`src/rtl/csr_reg_pkg.sv`:
```
// Shared CSR map, bit positions, trap cause codes and interrupt FSM state type
// for the machine-mode CSR register file.
package csr_reg_pkg;

  localparam int XLEN = 32;
  localparam int ALEN = 12;

  localparam logic [ALEN-1:0] CSR_MSTATUS  = 12'h300;
  localparam logic [ALEN-1:0] CSR_MIE      = 12'h304;
  localparam logic [ALEN-1:0] CSR_MTVEC    = 12'h305;
  localparam logic [ALEN-1:0] CSR_MEPC     = 12'h341;
  localparam logic [ALEN-1:0] CSR_MCAUSE   = 12'h342;
  localparam logic [ALEN-1:0] CSR_MIP      = 12'h344;
  localparam logic [ALEN-1:0] CSR_MCYCLE   = 12'hB00;
  localparam logic [ALEN-1:0] CSR_MTIMECMP = 12'h7C0;

  localparam int MSTATUS_MIE_BIT  = 3;
  localparam int MSTATUS_MPIE_BIT = 7;
  localparam int IRQ_TIMER_BIT    = 7;
  localparam int IRQ_EXT_BIT      = 11;

  localparam logic [XLEN-1:0] CAUSE_EXT    = 32'h8000_000B;
  localparam logic [XLEN-1:0] CAUSE_TIMER  = 32'h8000_0007;
  localparam logic [XLEN-1:0] MTIMECMP_RST = 32'hFFFF_FFFF;

  typedef enum logic [1:0] {
    ST_RUN    = 2'd0,
    ST_TRAP   = 2'd1,
    ST_SETTLE = 2'd2
  } irq_state_e;

  function automatic logic [XLEN-1:0] align4(input logic [XLEN-1:0] v);
    return {v[XLEN-1:2], 2'b00};
  endfunction

  function automatic logic [XLEN-1:0] pack_mstatus(input logic mie, input logic mpie);
    logic [XLEN-1:0] v;
    v = '0;
    v[MSTATUS_MIE_BIT]  = mie;
    v[MSTATUS_MPIE_BIT] = mpie;
    return v;
  endfunction

  // mie and mip share the same layout: timer at bit 7, external at bit 11.
  function automatic logic [XLEN-1:0] pack_irq_bits(input logic timer, input logic ext);
    logic [XLEN-1:0] v;
    v = '0;
    v[IRQ_TIMER_BIT] = timer;
    v[IRQ_EXT_BIT]   = ext;
    return v;
  endfunction

endpackage

```
`src/rtl/csr_reg_irq_ctrl.sv`:
```
// Interrupt controller: pending/priority evaluation, RUN/TRAP/SETTLE sequencing,
// and the registered flush pulse and redirect target.
module csr_reg_irq_ctrl
  import csr_reg_pkg::*;
#(
  parameter int DATA_WIDTH = 32
) (
  input  logic                  clk_i,
  input  logic                  rst_i,
  input  logic                  mst_mie_i,
  input  logic                  mie_mtie_i,
  input  logic                  mie_meie_i,
  input  logic                  mtip_i,
  input  logic                  meip_i,
  input  logic                  mret_i,
  input  logic [DATA_WIDTH-1:0] mtvec_i,
  input  logic [DATA_WIDTH-1:0] mepc_i,
  output logic                  trap_take_o,
  output logic                  mret_take_o,
  output logic [DATA_WIDTH-1:0] cause_o,
  output logic                  flush_interrupt_o,
  output logic [DATA_WIDTH-1:0] trap_pc_o
);

  irq_state_e state_r;
  logic       ext_hit_s;
  logic       tmr_hit_s;
  logic       in_run_s;

  assign ext_hit_s = mie_meie_i & meip_i;
  assign tmr_hit_s = mie_mtie_i & mtip_i;
  assign in_run_s  = (state_r == ST_RUN);

  // mret takes precedence over a pending interrupt in the same cycle.
  assign mret_take_o = in_run_s & mret_i;
  assign trap_take_o = in_run_s & ~mret_i & mst_mie_i & (ext_hit_s | tmr_hit_s);
  assign cause_o     = ext_hit_s ? CAUSE_EXT : CAUSE_TIMER;

  // Sequencer with registered flush pulse and redirect target.
  always_ff @(posedge clk_i) begin
    if (!rst_i) begin
      state_r           <= ST_RUN;
      flush_interrupt_o <= 1'b0;
      trap_pc_o         <= '0;
    end else begin
      case (state_r)
        ST_RUN: begin
          if (mret_take_o) begin
            state_r           <= ST_TRAP;
            flush_interrupt_o <= 1'b1;
            trap_pc_o         <= mepc_i;
          end else if (trap_take_o) begin
            state_r           <= ST_TRAP;
            flush_interrupt_o <= 1'b1;
            trap_pc_o         <= mtvec_i;
          end else begin
            flush_interrupt_o <= 1'b0;
          end
        end
        ST_TRAP: begin
          state_r           <= ST_SETTLE;
          flush_interrupt_o <= 1'b0;
        end
        ST_SETTLE: begin
          state_r           <= ST_RUN;
          flush_interrupt_o <= 1'b0;
        end
        default: begin
          state_r           <= ST_RUN;
          flush_interrupt_o <= 1'b0;
        end
      endcase
    end
  end

endmodule

```
`src/rtl/csr_reg.sv`:
```
// Machine-mode CSR register file: storage, write-through read mux, mcycle/mtimecmp
// timer, and the interrupt controller instance.
module csr_reg
  import csr_reg_pkg::*;
#(
  parameter int DATA_WIDTH     = 32,
  parameter int CSR_ADDR_WIDTH = 12
) (
  input  logic                      clk_i,
  input  logic                      rst_i,
  input  logic                      csr_we_i,
  input  logic [CSR_ADDR_WIDTH-1:0] csr_waddr_i,
  input  logic [DATA_WIDTH-1:0]     csr_wdata_i,
  input  logic [CSR_ADDR_WIDTH-1:0] csr_raddr_i,
  output logic [DATA_WIDTH-1:0]     csr_rdata_o,
  input  logic                      irq_ext_i,
  input  logic [DATA_WIDTH-1:0]     inst_pc_i,
  input  logic                      mret_i,
  output logic                      flush_interrupt_o,
  output logic [DATA_WIDTH-1:0]     trap_pc_o
);

  logic                  mst_mie_r;
  logic                  mst_mpie_r;
  logic                  mie_mtie_r;
  logic                  mie_meie_r;
  logic [DATA_WIDTH-1:0] mtvec_r;
  logic [DATA_WIDTH-1:0] mepc_r;
  logic [DATA_WIDTH-1:0] mcause_r;
  logic [DATA_WIDTH-1:0] mcycle_r;
  logic [DATA_WIDTH-1:0] mtimecmp_r;

  logic                  mtip_s;
  logic                  trap_take_s;
  logic                  mret_take_s;
  logic [DATA_WIDTH-1:0] cause_s;
  logic                  wr_ok_s;
  logic [DATA_WIDTH-1:0] wr_val_s;
  logic [DATA_WIDTH-1:0] rd_stored_s;

  assign mtip_s = (mcycle_r >= mtimecmp_r);

  csr_reg_irq_ctrl #(
    .DATA_WIDTH(DATA_WIDTH)
  ) u_irq_ctrl (
    .clk_i            (clk_i),
    .rst_i            (rst_i),
    .mst_mie_i        (mst_mie_r),
    .mie_mtie_i       (mie_mtie_r),
    .mie_meie_i       (mie_meie_r),
    .mtip_i           (mtip_s),
    .meip_i           (irq_ext_i),
    .mret_i           (mret_i),
    .mtvec_i          (mtvec_r),
    .mepc_i           (mepc_r),
    .trap_take_o      (trap_take_s),
    .mret_take_o      (mret_take_s),
    .cause_o          (cause_s),
    .flush_interrupt_o(flush_interrupt_o),
    .trap_pc_o        (trap_pc_o)
  );

  // Write value as it will be stored; also feeds the read bypass.
  always_comb begin
    wr_ok_s  = 1'b1;
    wr_val_s = csr_wdata_i;
    case (csr_waddr_i)
      CSR_MSTATUS:  wr_val_s = pack_mstatus(csr_wdata_i[MSTATUS_MIE_BIT], csr_wdata_i[MSTATUS_MPIE_BIT]);
      CSR_MIE:      wr_val_s = pack_irq_bits(csr_wdata_i[IRQ_TIMER_BIT], csr_wdata_i[IRQ_EXT_BIT]);
      CSR_MTVEC:    wr_val_s = align4(csr_wdata_i);
      CSR_MEPC:     wr_val_s = align4(csr_wdata_i);
      CSR_MCAUSE:   wr_val_s = csr_wdata_i;
      CSR_MCYCLE:   wr_val_s = csr_wdata_i;
      CSR_MTIMECMP: wr_val_s = csr_wdata_i;
      default:      wr_ok_s  = 1'b0;
    endcase
  end

  // Storage read mux.
  always_comb begin
    rd_stored_s = '0;
    case (csr_raddr_i)
      CSR_MSTATUS:  rd_stored_s = pack_mstatus(mst_mie_r, mst_mpie_r);
      CSR_MIE:      rd_stored_s = pack_irq_bits(mie_mtie_r, mie_meie_r);
      CSR_MTVEC:    rd_stored_s = mtvec_r;
      CSR_MEPC:     rd_stored_s = mepc_r;
      CSR_MCAUSE:   rd_stored_s = mcause_r;
      CSR_MIP:      rd_stored_s = pack_irq_bits(mtip_s, irq_ext_i);
      CSR_MCYCLE:   rd_stored_s = mcycle_r;
      CSR_MTIMECMP: rd_stored_s = mtimecmp_r;
      default:      rd_stored_s = '0;
    endcase
  end

  // Same-cycle write to the address being read is forwarded.
  always_comb begin
    if (csr_we_i && wr_ok_s && (csr_waddr_i == csr_raddr_i)) begin
      csr_rdata_o = wr_val_s;
    end else begin
      csr_rdata_o = rd_stored_s;
    end
  end

  // CSR storage; trap/mret updates are placed last so they win over a software write.
  always_ff @(posedge clk_i) begin
    if (!rst_i) begin
      mst_mie_r  <= 1'b0;
      mst_mpie_r <= 1'b0;
      mie_mtie_r <= 1'b0;
      mie_meie_r <= 1'b0;
      mtvec_r    <= '0;
      mepc_r     <= '0;
      mcause_r   <= '0;
      mtimecmp_r <= MTIMECMP_RST;
    end else begin
      if (csr_we_i) begin
        case (csr_waddr_i)
          CSR_MSTATUS: begin
            mst_mie_r  <= csr_wdata_i[MSTATUS_MIE_BIT];
            mst_mpie_r <= csr_wdata_i[MSTATUS_MPIE_BIT];
          end
          CSR_MIE: begin
            mie_mtie_r <= csr_wdata_i[IRQ_TIMER_BIT];
            mie_meie_r <= csr_wdata_i[IRQ_EXT_BIT];
          end
          CSR_MTVEC:    mtvec_r    <= wr_val_s;
          CSR_MEPC:     mepc_r     <= wr_val_s;
          CSR_MCAUSE:   mcause_r   <= wr_val_s;
          CSR_MTIMECMP: mtimecmp_r <= wr_val_s;
          default: ;
        endcase
      end
      if (trap_take_s) begin
        mepc_r     <= align4(inst_pc_i);
        mcause_r   <= cause_s;
        mst_mpie_r <= mst_mie_r;
        mst_mie_r  <= 1'b0;
      end else if (mret_take_s) begin
        mst_mie_r  <= mst_mpie_r;
        mst_mpie_r <= 1'b1;
      end
    end
  end

  // Free-running cycle counter; a software write replaces the increment.
  always_ff @(posedge clk_i) begin
    if (!rst_i) begin
      mcycle_r <= '0;
    end else if (csr_we_i && (csr_waddr_i == CSR_MCYCLE)) begin
      mcycle_r <= csr_wdata_i;
    end else begin
      mcycle_r <= mcycle_r + DATA_WIDTH'(1);
    end
  end

endmodule

```
`config.mk`:
```
export PLATFORM = sky130hd
export DESIGN_NAME = csr_reg
export DESIGN_NICKNAME = d
export VERILOG_FILES = /design/src/rtl/csr_reg_pkg.sv /design/src/rtl/csr_reg_irq_ctrl.sv /design/src/rtl/csr_reg.sv
export SDC_FILE = /design/constraint.sdc
export NUM_CORES = 1
export LEC_CHECK = 0
export CAP_MARGIN = 20
export CORE_MARGIN = 3
export CORE_UTILIZATION = 50
export CTS_CLUSTER_DIAMETER = 80
export DETAILED_ROUTE_END_ITERATION = 12
export DONT_BUFFER_PORTS = 1
export GPL_ROUTABILITY_DRIVEN = 0
export PLACE_DENSITY = 0.61
export SYNTH_ARGS = -nofsm -noshare
export SYNTH_HDL_FRONTEND = slang
export SYNTH_SLANG_ARGS = --single-unit
export TNS_END_PERCENT = 1
```
`constraint.sdc`:
```
create_clock -name clk_i -period 5.32 [get_ports clk_i]
set_input_delay 0.798 -clock clk_i [delete_from_list [all_inputs] [get_ports clk_i]]
set_output_delay 0.798 -clock clk_i [all_outputs]
set_load 0.1 [all_outputs]
```
# ---- Word-level counts from Yosys, hierarchy flattened
# Cells that the tools add are included.
dict set report classes {
  n_eq_ne 18
  mux 26
  n_reduce_logical 25
  addsub 1
  bitwise 9
  magnitude_cmp 1
}
# cell n
set op_table {}
lappend op_table {{$mux W32} 10}
lappend op_table {{$pmux W32 S8} 1}
lappend op_table {{$eq A12 B10 Y1 const B} 11}
lappend op_table {{$pmux W32 S3} 1}
lappend op_table {{$add A32 B1 Y32 const B} 1}
lappend op_table {{$ge A32 B32 Y1} 1}
lappend op_table {{$eq A12 B11 Y1 const B} 2}
lappend op_table {{$eq A12 B12 Y1 const B} 2}
lappend op_table {{$reduce_and A2 Y1} 10}
lappend op_table {{$eq A12 B12 Y1} 1}
lappend op_table {{$reduce_bool A2 Y1} 6}
lappend op_table {{$mux W1} 10}
lappend op_table {{$reduce_or A7 Y1} 1}
lappend op_table {{$and A1 B1 Y1} 6}
lappend op_table {{$reduce_bool A3 Y1} 2}
lappend op_table {{$mux W2} 2}
lappend op_table {{$mux W4} 1}
lappend op_table {{$pmux W2 S2} 1}
lappend op_table {{$reduce_or A2 Y1} 2}
lappend op_table {{$logic_and A1 B1 Y1} 3}
lappend op_table {{$ne A3 B3 Y1 const B} 1}
lappend op_table {{$eq A2 B1 Y1 const B} 1}
lappend op_table {{$logic_not A2 Y1} 1}
lappend op_table {{$not A1 Y1} 2}
lappend op_table {{$or A1 B1 Y1} 1}
dict set report word_totals {
  reg_bits 199
  elab_cells 93
  out_inout_bits 65
  inputBits 93
}

# ---- Depth between registers and ports, before layout
dict set report depth {
  word_depth 7
  depth_mapped 11
  mapped_depth_nobuf 8
}

# ---- Hierarchy
# A second synthesis with hierarchy kept.
dict set report hier_totals {
  cells_unflattened 1277
  area_unflattened_um2 11273.3
}
# module n_inst cells_each area_per_inst_um2
set modules_own_cells {}
lappend modules_own_cells {csr_reg 1 1048 9332.7}
lappend modules_own_cells {csr_reg_irq_ctrl 1 229 1940.6}

# ---- Least setup slack after synthesis
# No wires, ideal clock.
dict set report synth_path {
  path_kind {input-to-output}
  from {in csr_raddr_i[5]}
  to {out csr_rdata_o[7]}
  path_slack_ps 455
  path_stages 5
  arrival_ps 4067
  cell_sequence {or4b_2 > nor4_1 > clkbuf_1 > a22oi_1 > a41oi_1}
}
dict set report synth_via {
  elab_chain_len 3
  word_cells_on_any_way 12
  cone_classes {9 x eq/ne; 2 x mux; 1 x reduce/logical}
}
# item line
set synth_lines {}
lappend synth_lines {{from (decl)} csr_reg.sv:14} ;# input logic [CSR_ADDR_WIDTH-1:0] csr_raddr_i,
lappend synth_lines {{$eq A12 B11 Y1, or another cell as far along} csr_reg.sv:82} ;# case (csr_raddr_i)
lappend synth_lines {{$pmux W32 S8 or $logic_and A1 B1 Y1 (tied branches)} {csr_reg.sv:82, csr_reg.sv:97}}
lappend synth_lines {{$mux W32 (*)} csr_reg.sv:97} ;# if (csr_we_i && wr_ok_s && (csr_waddr_i == csr_raddr_i)) begin
lappend synth_lines {{to (decl)} csr_reg.sv:15} ;# output logic [DATA_WIDTH-1:0] csr_rdata_o,
# Every way passes the cells marked *; elsewhere a longest branch is shown, timed or not.

# ---- Final worst setup path
dict set report layout_path {
  from {in csr_waddr_i[8]}
  to {out csr_rdata_o[27]}
}
dict set report layout_via {
  elab_chain_len 6
  word_cells_on_any_way 15
  cone_classes {8 x eq/ne; 3 x mux; 4 x reduce/logical}
}
# item line
set layout_lines {}
lappend layout_lines {{from (decl)} csr_reg.sv:12} ;# input logic [CSR_ADDR_WIDTH-1:0] csr_waddr_i,
lappend layout_lines {{$eq A12 B12 Y1, or another cell as far along} csr_reg.sv:67} ;# case (csr_waddr_i)
lappend layout_lines {{$reduce_or A7 Y1 (no source line)} n/a}
lappend layout_lines {{$mux W1} csr_reg.sv:67}
lappend layout_lines {{$logic_and A1 B1 Y1 (2 in a row)} csr_reg.sv:97}
lappend layout_lines {{$mux W32 (*)} csr_reg.sv:97}
# Marks and branches as above.

==> reports/summary.txt <==
most common cell after layout, fill and taps aside - dfxtp_1
number of global-route vias before repair - 10050
Die H - 153.5 µm
cts bufs inserted - 17
area of the mapped netlist - 10880 µm²
RSZ-0062 raised after global routing - no
min Tclk post-route - 4238 ps
Worst-Skew Late Latency - 450 ps
final net count - 1458
relative slew slack - 0.2860
clock skew - 16.57 ps
met2 Resource Use GR - 0.5473
max-slew violations - 0
status - complete, no violations
wire per inst - 24.17 µm
Placed Area - 11260 µm²
CP peak stage delay - 760 ps
P&R area growth vs syn - 9.508%
max_cap viols - 0
Gate Count Post-Synth - 1381
share of layout cells above drive strength 1 - 0.1063
CP Max Fanout - 44
H-tree depth - 4
Main synth FF type - dfxtp_1
LEAKAGE - 4.639 nW
die area - 23570 µm²
Iteration-0 DRC Markers - 1036
first-pass GRT wire length - 59.93 mm
CTS tree - yes
IO Count - 158
GRT busiest layer - met2
synth warn - 0
CP Cell Sequence - nor4bb_1 > nand2_1 > o21ai_0 > o311a_2 > buf_12 > a2111oi_0 > a21oi_2 > buf_4
sequential cell area fraction in the yosys report - 0.3661
Pwr Density - 265.2 nW/µm²
met3 Use GR - 0.04588
Sequential Area - 3984 µm²
Site Rows - 53
Finished Cell Area - 11920 µm²
most frequent cells in the layout - 199 x dfxtp_1, 175 x nand2_1, 137 x nor2_1, 87 x a21oi_1, 79 x o21ai_0
clk buf depth - 2
multi-input combinational cell area - 6367 µm²
final WL - 39.15 mm
CP delay by family, top - compound AO/OA/AOI/OAI gates
startpoint types - input port
root buf cell - clkbuf_16
CTS Sinks - 199
Final period util - 0.7967
Critical Path End Type - primary output
clk slew on worst S/H paths - 70 ps
antenna-violating nets left - 0
CTS Hold Bufs - 0
setup bufs post-CTS - 0
Syn Area/Cell - 7.880 µm²
via count - 10610
number of detailed-route iterations in the first pass - 5
Crit path arrival time - 3440 ps
# setup viols final - 0
Syn Nets - 1507
Setup CP Type - input port to primary output
Port Buffers - 0
GRT Overall Usage - 0.3229
grt ovf - 0
largest net degree at the start of global routing - 76
Starting Density - 0.5129
DR DRC count - 0
Req. time, crit path - 4520 ps
fillers - 2086
Worst Tran Pin Value - 1069 ps
Sum Neg Setup Slack - 0 ps
Yosys cell types - 56
dpl hpwl - 27.22 mm
floorplan core area - 21220 µm²
Final Hold Fails - 0
fmax - 235.9 MHz
worst min-delay path class - flip-flop to flip-flop
Worst VDD drop - 189.4 µV
Post-synth EDFFs - 0
Post-synth ARST share - 0
CTS resizes - 0
initial antenna violation count - 0
synthesized flop and latch total - 199
Die Wd - 153.5 µm
vias per cell - 6.552
Antenna Cells - 0
GR Util met1 - 0.4019
worst path bufs/invs - 2
Slowest cell on crit path - nor4bb_1
## synthesized netlist by cell type (28+ instances only)
cell	count	area [µm²]
a311oi_1	62	543.0
inv_1	37	138.9
clkbuf_1	112	420.4
o21ai_0	79	395.4
nand3_1	52	260.3
nor2_1	138	518.0
a21oi_1	101	505.5
a211oi_1	44	330.3
o211ai_1	28	210.2
dfxtp_1	199	3984
nand2_1	177	664.4
ha_1	33	412.9
a22oi_1	35	262.8
a31oi_1	33	206.5
## registers in the layout, summed over array words and instances (netlist names)
register / flops
mst_mie_r: 1
mcause_r: 32
mie_meie_r: 1
mtimecmp_r: 32
mcycle_r: 32
mepc_r: 32
mie_mtie_r: 1
mst_mpie_r: 1
mtvec_r: 32
u_irq_ctrl.trap_pc_o: 32
u_irq_ctrl.state_r: 2
u_irq_ctrl.flush_interrupt_o: 1
## area by class of cell
class | instances | share of cell area
multi-input cells | 1019 | 0.5343
well taps | 275 | 0.02887
repair buffers | 57 | 0.03906
clock buffers | 19 | 0.03633
inverters | 38 | 0.01197
clock inverters | 13 | 0.01522
flip-flops and latches | 199 | 0.3343
## worst paths after layout
path | cells past startpoint | slack [ps] | startpoint | end
hold reg to reg | 1 | 450 | u_irq_ctrl.state_r[1]$_SDFFE_PN0P_ | u_irq_ctrl.state_r[1]$_SDFFE_PN0P_
setup reg to reg | 9 | 1650 | mcycle_r[0]$_SDFF_PN0_ | mcause_r[24]$_SDFFE_PN0P_
setup / recovery | 8 | 1080 | csr_waddr_i[8] | csr_rdata_o[27]
hold / removal | 1 | 450 | u_irq_ctrl.state_r[1]$_SDFFE_PN0P_ | u_irq_ctrl.state_r[1]$_SDFFE_PN0P_
## where the power goes
part	internal (mW)	switching, mW
logic	0.0470	0.0866
registers	1.51	0.147
clock network	0.721	0.649
total	2.28	0.883
## per-layer routing
metal / routed length, µm / part of all wire
met1: 15340 / 0.39
met2: 19200 / 0.49
met3: 2542 / 0.065
met4: 2066 / 0.053
met5: 0 / 0
## kinds of logic after synthesis
family / count (synthesis) / share of synthesized area
compound gates: 467 / 0.2975
simple gates: 462 / 0.1911
flops: 199 / 0.3661
buf+inv: 163 / 0.05921
xor+xnor: 43 / 0.03461
fa+ha+maj: 33 / 0.03794
mux: 14 / 0.01357
## metrics by stage
| step | utilization | hold slack (ps) | power (mW) | instances | setup slack, ps |
|---|---|---|---|---|---|
| after floorplan | - | 412.0 | 1.797 | 1381 | 455.5 |
| after global placement | 0.5308 | 422.5 | 1.823 | 1586 | 1216 |
| after detailed placement | 0.5308 | 445.3 | 1.825 | 1586 | 1196 |
| after CTS | 0.5597 | 421.6 | 3.175 | 1618 | 1199 |
| after global routing | 0.5616 | 445.1 | 3.254 | 1620 | 971.7 |
| final | 0.5616 | 448.7 | 3.161 | 1620 | 1082 |
(Power assumes the default switching activity.)
